$ cat config.mk
export PLATFORM = sky130hd
export DESIGN_NAME = bullet_collision_scanner
export DESIGN_NICKNAME = d
export VERILOG_FILES = /design/src/rtl/game_pkg.sv /design/src/rtl/point_in_box.sv /design/src/rtl/bullet_collision_scanner.sv
export SDC_FILE = /design/constraint.sdc
export NUM_CORES = 2
export LEC_CHECK = 0
export ABC_AREA = 1
export BUFFER_PORTS_ARGS = -buffer_cell sky130_fd_sc_hd__buf_2
export CORE_AREA = 5 5 506 508
export CTS_CLUSTER_SIZE = 25
export DETAILED_ROUTE_END_ITERATION = 12
export DIE_AREA = 0 0 511 513
export SLEW_MARGIN = 20
export SYNTH_ARGS = -nofsm -noshare
export SYNTH_HDL_FRONTEND = slang
export SYNTH_SLANG_ARGS = --single-unit
$ cat constraint.sdc
create_clock -name i_Clk -period 54.5 [get_ports i_Clk]
set_clock_uncertainty 0.15 [all_clocks]
set_input_delay 8.175 -clock i_Clk [delete_from_list [all_inputs] [get_ports i_Clk]]
set_output_delay 8.175 -clock i_Clk [all_outputs]
set_load 0.01 [all_outputs]
$ cat src/rtl/game_pkg.sv
// Shared game constants: position field layout, screen and sprite sizes, scanner FSM states.
package game_pkg;

    localparam int unsigned POS_W     = 19;
    localparam int unsigned X_MSB     = 18;
    localparam int unsigned X_LSB     = 9;
    localparam int unsigned Y_MSB     = 8;
    localparam int unsigned Y_LSB     = 0;
    localparam int unsigned X_W       = X_MSB - X_LSB + 1;
    localparam int unsigned Y_W       = Y_MSB - Y_LSB + 1;

    localparam int unsigned SCREEN_W  = 640;
    localparam int unsigned SCREEN_H  = 480;

    localparam int unsigned ENEMY_W   = 32;
    localparam int unsigned ENEMY_H   = 24;
    localparam int unsigned PLAYER_W  = 20;
    localparam int unsigned PLAYER_H  = 16;
    localparam int unsigned BOX_DIM_W = 6;

    typedef enum logic [1:0] {
        IDLE,
        SCAN_PB,
        SCAN_EB,
        DONE
    } scanState_t;

endpackage

$ cat src/rtl/point_in_box.sv
// Combinational point-in-rectangle test: origin inclusive, origin+size exclusive, no wrap-around.
module point_in_box
    import game_pkg::*;
(
    input  logic [POS_W-1:0]     point,
    input  logic [POS_W-1:0]     origin,
    input  logic [BOX_DIM_W-1:0] boxW,
    input  logic [BOX_DIM_W-1:0] boxH,
    output logic                 hit
);

    logic [X_W:0] px, ox, xEnd;
    logic [Y_W:0] py, oy, yEnd;

    // One extra bit on every coordinate so origin+size cannot overflow.
    always_comb begin
        px   = {1'b0, point[X_MSB:X_LSB]};
        ox   = {1'b0, origin[X_MSB:X_LSB]};
        py   = {1'b0, point[Y_MSB:Y_LSB]};
        oy   = {1'b0, origin[Y_MSB:Y_LSB]};
        xEnd = ox + (X_W + 1)'(boxW);
        yEnd = oy + (Y_W + 1)'(boxH);
        hit  = (px >= ox) && (px < xEnd) && (py >= oy) && (py < yEnd);
    end

endmodule

$ cat src/rtl/bullet_collision_scanner.sv
// Per-frame collision scan: one bullet/target pair per clock through a single shared box comparator.
module bullet_collision_scanner
    import game_pkg::*;
#(
    parameter int unsigned N_ENEMY         = 15,
    parameter int unsigned N_ENEMY_BULLET  = 31,
    parameter int unsigned N_PLAYER_BULLET = 15
) (
    input  logic                               i_Clk,
    input  logic                               i_Rst,
    input  logic                               i_Start,
    input  logic [N_ENEMY-1:0]                 i_EnemyAlive,
    input  logic [N_ENEMY_BULLET-1:0]          i_EnemyBulletState,
    input  logic                               i_PlayerState,
    input  logic [N_PLAYER_BULLET-1:0]         i_PlayerBulletState,
    input  logic [POS_W*N_ENEMY-1:0]           i_EnemyPosition,
    input  logic [POS_W*N_ENEMY_BULLET-1:0]    i_EnemyBulletPosition,
    input  logic [POS_W-1:0]                   i_PlayerPosition,
    input  logic [POS_W*N_PLAYER_BULLET-1:0]   i_PlayerBulletPosition,
    output logic [N_ENEMY-1:0]                 o_EnemyHit,
    output logic [N_PLAYER_BULLET-1:0]         o_PlayerBulletKill,
    output logic [N_ENEMY_BULLET-1:0]          o_EnemyBulletKill,
    output logic                               o_PlayerHit,
    output logic                               o_Busy,
    output logic                               o_Done
);

    localparam int unsigned P_W = $clog2(N_PLAYER_BULLET);
    localparam int unsigned E_W = $clog2(N_ENEMY);
    localparam int unsigned Q_W = $clog2(N_ENEMY_BULLET);

    scanState_t state;
    logic [P_W-1:0] p;
    logic [E_W-1:0] e;
    logic [Q_W-1:0] q;

    logic [N_ENEMY-1:0]         enemyAliveSnap;
    logic [N_ENEMY_BULLET-1:0]  ebStateSnap;
    logic [N_PLAYER_BULLET-1:0] pbStateSnap;
    logic                       playerStateSnap;
    logic [POS_W-1:0]           enemyPosSnap [N_ENEMY];
    logic [POS_W-1:0]           ebPosSnap    [N_ENEMY_BULLET];
    logic [POS_W-1:0]           pbPosSnap    [N_PLAYER_BULLET];
    logic [POS_W-1:0]           playerPosSnap;

    logic [N_ENEMY-1:0]         hitE;
    logic [N_PLAYER_BULLET-1:0] pbKill;
    logic [N_ENEMY_BULLET-1:0]  ebKill;
    logic                       plHit;

    logic                 inEb;
    logic [POS_W-1:0]     boxPoint;
    logic [POS_W-1:0]     boxOrigin;
    logic [BOX_DIM_W-1:0] boxW;
    logic [BOX_DIM_W-1:0] boxH;
    logic                 boxHit;
    logic                 pointOffscreen;

    // Operand mux: player-bullet vs enemy in SCAN_PB, enemy-bullet vs player in SCAN_EB.
    always_comb begin
        inEb           = (state == SCAN_EB);
        boxPoint       = inEb ? ebPosSnap[q] : pbPosSnap[p];
        boxOrigin      = inEb ? playerPosSnap : enemyPosSnap[e];
        boxW           = inEb ? BOX_DIM_W'(PLAYER_W) : BOX_DIM_W'(ENEMY_W);
        boxH           = inEb ? BOX_DIM_W'(PLAYER_H) : BOX_DIM_W'(ENEMY_H);
        pointOffscreen = ({1'b0, boxPoint[Y_MSB:Y_LSB]} >= (Y_W + 1)'(SCREEN_H));
    end

    point_in_box boxCmp (
        .point  (boxPoint),
        .origin (boxOrigin),
        .boxW   (boxW),
        .boxH   (boxH),
        .hit    (boxHit)
    );

    always_ff @(posedge i_Clk) begin
        if (i_Rst) begin
            state              <= IDLE;
            p                  <= '0;
            e                  <= '0;
            q                  <= '0;
            enemyAliveSnap     <= '0;
            ebStateSnap        <= '0;
            pbStateSnap        <= '0;
            playerStateSnap    <= 1'b0;
            playerPosSnap      <= '0;
            for (int unsigned k = 0; k < N_ENEMY; k++)         enemyPosSnap[k] <= '0;
            for (int unsigned k = 0; k < N_ENEMY_BULLET; k++)  ebPosSnap[k]    <= '0;
            for (int unsigned k = 0; k < N_PLAYER_BULLET; k++) pbPosSnap[k]    <= '0;
            hitE               <= '0;
            pbKill             <= '0;
            ebKill             <= '0;
            plHit              <= 1'b0;
            o_EnemyHit         <= '0;
            o_PlayerBulletKill <= '0;
            o_EnemyBulletKill  <= '0;
            o_PlayerHit        <= 1'b0;
            o_Busy             <= 1'b0;
            o_Done             <= 1'b0;
        end else begin
            o_Done <= 1'b0;
            case (state)
                IDLE: begin
                    if (i_Start) begin
                        enemyAliveSnap  <= i_EnemyAlive;
                        ebStateSnap     <= i_EnemyBulletState;
                        pbStateSnap     <= i_PlayerBulletState;
                        playerStateSnap <= i_PlayerState;
                        playerPosSnap   <= i_PlayerPosition;
                        for (int unsigned k = 0; k < N_ENEMY; k++)
                            enemyPosSnap[k] <= i_EnemyPosition[k*POS_W +: POS_W];
                        for (int unsigned k = 0; k < N_ENEMY_BULLET; k++)
                            ebPosSnap[k] <= i_EnemyBulletPosition[k*POS_W +: POS_W];
                        for (int unsigned k = 0; k < N_PLAYER_BULLET; k++)
                            pbPosSnap[k] <= i_PlayerBulletPosition[k*POS_W +: POS_W];
                        hitE   <= '0;
                        pbKill <= '0;
                        ebKill <= '0;
                        plHit  <= 1'b0;
                        p      <= '0;
                        e      <= '0;
                        q      <= '0;
                        o_Busy <= 1'b1;
                        state  <= SCAN_PB;
                    end
                end

                SCAN_PB: begin
                    // Marked bullets are skipped, so each bullet lands on the lowest-index enemy only.
                    if (pbStateSnap[p] && enemyAliveSnap[e] && !pbKill[p] && boxHit) begin
                        hitE[e]   <= 1'b1;
                        pbKill[p] <= 1'b1;
                    end
                    if ((e == '0) && pbStateSnap[p] && pointOffscreen)
                        pbKill[p] <= 1'b1;

                    if (e == E_W'(N_ENEMY - 1)) begin
                        e <= '0;
                        if (p == P_W'(N_PLAYER_BULLET - 1)) begin
                            p     <= '0;
                            state <= SCAN_EB;
                        end else begin
                            p <= p + 1'b1;
                        end
                    end else begin
                        e <= e + 1'b1;
                    end
                end

                SCAN_EB: begin
                    if (ebStateSnap[q] && (pointOffscreen || (playerStateSnap && boxHit)))
                        ebKill[q] <= 1'b1;
                    if (ebStateSnap[q] && playerStateSnap && boxHit)
                        plHit <= 1'b1;

                    if (q == Q_W'(N_ENEMY_BULLET - 1)) begin
                        q     <= '0;
                        state <= DONE;
                    end else begin
                        q <= q + 1'b1;
                    end
                end

                DONE: begin
                    o_EnemyHit         <= hitE;
                    o_PlayerBulletKill <= pbKill;
                    o_EnemyBulletKill  <= ebKill;
                    o_PlayerHit        <= plHit;
                    o_Done             <= 1'b1;
                    o_Busy             <= 1'b0;
                    state              <= IDLE;
                end

                default: state <= IDLE;
            endcase
        end
    end

endmodule
==> Word level (Yosys, flattened, before mapping) <==
Memories as Yosys holds them, arrays and structs flattened. A register that Yosys moved wholly into a read port is not among the register bits.
Index checks and enable logic that the tools add are counted.
{ "op_classes": {"reduce_logical": 31, "n_addsub": 5, "n_eq_ne": 13, "bitwise_logic": 65, "order_cmp": 11, "muxes": 122} }
{ "op_table": {"columns": ["cell", "count"], "rows": [
  ["19-bit 2-to-1 mux", 63],
  ["15-bit 2-to-1 mux", 6],
  ["31-bit 2-to-1 mux", 2],
  ["31-bit case mux with 2 select lines", 1],
  ["1-bit bitwise OR", 61],
  ["15-bit case mux with 2 select lines", 2],
  ["15-bit bitwise OR", 3],
  ["4-bit 2-to-1 mux", 9],
  ["31-bit bitwise OR", 1],
  ["5-bit 2-to-1 mux", 4],
  ["1-bit 2-to-1 mux", 17],
  ["4-bit case mux with 2 select lines", 2],
  ["1-bit logical AND", 15],
  ["1-bit binary-select mux with 4-bit select", 3],
  ["3-bit AND reduction", 4],
  ["10-bit by 6-bit adder with 11-bit output", 1],
  ["10-bit by 11-bit less-than comparator with 1-bit output", 1],
  ["9-bit by 5-bit adder with 10-bit output", 1],
  ["10-bit >= comparator", 1],
  ["4-bit by 5-bit less-than comparator with 1-bit output (second input constant)", 2],
  ["9-bit by 10-bit less-than comparator with 1-bit output", 1],
  ["5-bit case mux with 2 select lines", 1],
  ["9-bit >= comparator", 1],
  ["9-bit >= comparator (second input constant)", 1],
  ["other kinds (25)", 44]
]} }
{ "totals": {"word_cells": 269, "regBits": 222, "memories": 3, "output_inout_bits": 64, "ram_bits": 1159} }
{ "mem_list": {"columns": ["memory", "depth", "width", "read_ports", "rd_clocked_by_memory_dff", "wr", "line_no", "source"], "rows": [
  ["ebPosSnap", 31, 19, 1, 1, 31, "bullet_collision_scanner.sv:42", "logic [POS_W-1:0] ebPosSnap [N_ENEMY_BULLET];"],
  ["enemyPosSnap", 15, 19, 1, 1, 15, "bullet_collision_scanner.sv:41", "logic [POS_W-1:0] enemyPosSnap [N_ENEMY];"],
  ["pbPosSnap", 15, 19, 1, 1, 15, "bullet_collision_scanner.sv:43", "logic [POS_W-1:0] pbPosSnap [N_PLAYER_BULLET];"]
]} }

==> Longest topological paths before layout <==
{ "depth": {"word_depth": 14, "mapped_depth": 33} }

==> Modules after synthesis <==
From an unflattened synthesis, not the netlist that was laid out.
{ "hier_totals": {"hier_cells": 7275, "hier_area_um2": 64992.3} }
{ "modules_own_cells": {"columns": ["module", "area_per_inst_um2", "seq_area_each_um2", "n_inst", "cells_per_inst"], "rows": [
  ["bullet_collision_scanner", 63394.6, 39507.9, 1, 7021],
  ["point_in_box", 1597.8, 0.0, 1, 254]
]} }

==> Worst setup path after synthesis <==
Ideal clock, no wire load.
{ "synth_timing": {"path_type": "input to register", "start": "input i_Rst", "end": "register ebStateSnap[21]", "setup_ns": 1.434, "setup_slack_ns": 12.047, "cell_stages": 6, "t_required_ns": 52.916, "arrival_time_ns": 40.869, "n_path_buf": 3, "path_cell_list": "clkbuf_1 -> clkinv_1 -> nand2_1 -> clkbuf_1 -> clkbuf_1 -> o21ai_0"} }
{ "synth_lines": {"columns": ["item", "line_no", "source"], "rows": [
  ["start: declaration", "bullet_collision_scanner.sv:10", "input logic i_Rst,"],
  ["end signal: assignment", "bullet_collision_scanner.sv:107", "ebStateSnap <= i_EnemyBulletState;"],
  ["end: declaration", "bullet_collision_scanner.sv:38", "logic [N_ENEMY_BULLET-1:0] ebStateSnap;"]
]} }

==> reports/results.txt <==
Static Leak: 36.81 nW
Syn_nets: 8579
Die height: 513 um
Instance area after placement: 74810 um2
Drc violations: 0
Synth Instances: 7291
WHS: 310.4 ps
Via Count: 54700
Avg Inst Size Synth: 8.937 um2
Synth Area in XOR/XNOR: 0.1747%
Adder-Cell Fraction of Synth Area: 0.8641%
Total wire length: 276700 um
CTS tree: yes
Die Wd: 511 um
Layout cells sized above 1: 20.27%
Worst slack, placed: 39510 ps
Die area: 262100 um2
# IOs: 1307
Crit. End Element: flip-flop
Port Buffers: 1306
Vias in the first global route: 52810
RePlAce Congestion: 0.8914
Final Max Slew Viols: 0
H-Tree Depth: 4
Peak VDD IR: 0.00002789 V
Cell taking the most area after synthesis: edfxtp_1
Post-route setup TNS: 0 ps
Seq cells post-synth: 1394
Critical path class: in -> reg
Synth warn: 0
Number of flops mapped to enable cells by yosys: 1159
Post-CTS Resized: 0
Synth Area in Compound Gates: 10.87%
CTS clock-pin slew for the worst setup and hold paths: 50 ps
Post-layout min period: 14220 ps
Outcome: finished clean
Initial antenna violation count: 133
Synth area leaders: edfxtp_1 (53%), nor2_1 (10%), inv_1 (7.9%)
Clock root cell: clkbuf_16
Clock Sinks: 1394
First-pass GRT wire length: 382900 um
Multiplexer share of the synthesized area: 0.03072%
Critical Path RT: 54750 ps
Final instance area: 80070 um2
Grt ovf: 0
RSZ-0062 raised after global routing: no
Number of max-cap violations: 0
Main synth FF type: edfxtp_1
Site row count: 184
Pin count of the biggest net entering global routing: 197
DR pass1 iterations: 6
Synth top area share: 53.42%
Maximum clock insertion buffer count: 3
Area Overhead vs Synth: 22.89%
Worst hold path type: reg -> reg
Total track usage: 20.12%
Asr flop ratio synth: 0%
Drt via density: 4.585
Worst Slack Setup Final: 40280 ps
Final core occ: 31.94%
CP Launch Type: input port
Initial Util: 25.99%
Synth unique cells: 55
Fmax: 0.07032 GHz
Arr. time, crit path: 14480 ps
Final period utilization: 26.09%
DR iter-0 viols: 5829
Sequential cell area fraction in the yosys report: 60.64%
Largest family of logic cells by synthesized area: simple AND/OR/NAND/NOR gates
Final hold vios: 0
HPWL Detailed: 207000 um
Commonest cells in the netlist: nor2_1 (1752), inv_1 (1374), edfxtp_1 (1159), nand2_1 (674), o21ai_0 (622)
Wire per inst: 23.19 um
Placeable core area: 250700 um2
CP max FO: 76
ANT nets after route: 0
Final setup viols: 0
Worst slew pin tran: 1249 ps
Post-CTS setup buffer count: 0
Hold buffer count at CTS: 0
Top-count cell post-synth: nor2_1
Final #Nets: 9684
Later-pin clock latency in the skew report: 810 ps
Cts bufs inserted: 158
Synth Area in Simple Gates: 16.61%
Pwr/cell area: 43.55 nW/um2
Slew headroom: 15.83%
Post-synthesis cell area: 65160 um2
==> cell type report <==
| cell class | count | area [um2] |
|---|---|---|
| clock inverter | 89 | 852.1 |
| multi-input combinational | 4073 | 18640 |
| clock buffer | 197 | 4244 |
| tap | 3348 | 4189 |
| timing repair buffer | 1384 | 7231 |
| antenna | 59 | 147.6 |
| sequential | 1394 | 39540 |
| fill | 26440 | 170600 |
| inverter | 1385 | 5224 |
==> layout by cell type (no fill, tap or decap), drive strengths merged, types with 9 or more instances in the layout <==
| cell type | n |
|---|---|
| xor2 | 9 |
| nand2 | 712 |
| nor2 | 1755 |
| buf | 1384 |
| ha | 45 |
| nand4 | 11 |
| bufinv | 9 |
| a21oi | 340 |
| o221ai | 19 |
| inv | 1388 |
| o22ai | 176 |
| clkbuf | 197 |
| edfxtp | 1159 |
| clkinv | 72 |
| nand3 | 245 |
| o211ai | 44 |
| a221oi | 12 |
| o21ai | 633 |
| nor3 | 9 |
| diode | 59 |
| dfxtp | 235 |
==> registers in the layout, summed over array words and instances (netlist names), 5 cells and up, named ones only <==
register / count
hitE: 15
ebPosSnap: 589
q: 5
o_PlayerBulletKill: 15
enemyPosSnap: 285
o_EnemyHit: 15
ebStateSnap: 31
ebKill: 31
o_EnemyBulletKill: 31
playerPosSnap: 19
pbPosSnap: 285
enemyAliveSnap: 15
pbStateSnap: 15
pbKill: 15
==> stage by stage <==
step           std cells  total power [mW]
6_report           11930             3.487
5_1_grt            11900             3.677
4_1_cts            11870             3.533
3_5_place_dp       11580             2.468
3_3_place_gp       11580             2.458
2_1_floorplan       7291             2.291
==> routing by layer <==
metal,share of wire [%],GRT usage (%),up-vias
met3,7.5,4.252,462
met2,47,33.26,2509
met4,3.4,6.205,50
met1,42,26.44,26040
li1,-,-,25640
met5,0.11,0,-
==> power by group <==
| part | switching (mW) | leakage, nW | internal, mW |
|---|---|---|---|
| clock network | 0.460 | 2.48 | 0.599 |
| registers | 0.0669 | 14.3 | 1.40 |
| logic | 0.706 | 20.0 | 0.257 |
==> critical path: stages <==
cell      delay [ps]
buf_8            340
clkinv_2         730
nand2_4          820
buf_4            840
buf_4            820
buf_4            680
buf_4            850
buf_4            890
==> worst paths after layout <==
path | start | to | slack [ps] | cells after the start
worst min register to register | ebStateSnap[16]$_SDFFE_PP0P_ | ebStateSnap[16]$_SDFFE_PP0P_ | 310 | 2
worst max-delay path | i_Rst | pbPosSnap[3][7]$_SDFFCE_PN0P_ | 40280 | 8
worst min-delay path | ebStateSnap[16]$_SDFFE_PP0P_ | ebStateSnap[16]$_SDFFE_PP0P_ | 310 | 2
worst max register to register | flip-flop | ebKill[17]$_SDFFE_PP0P_ | 47130 | 22
==> cells by family after synthesis <==
| logic type | count (synthesis) |
|---|---|
| simple gates | 2744 |
| buf+inv | 1824 |
| flops | 1394 |
| compound gates | 1269 |
| fa+ha+maj | 45 |
| xor+xnor | 13 |
| mux | 2 |
(Power assumes the default switching activity.)
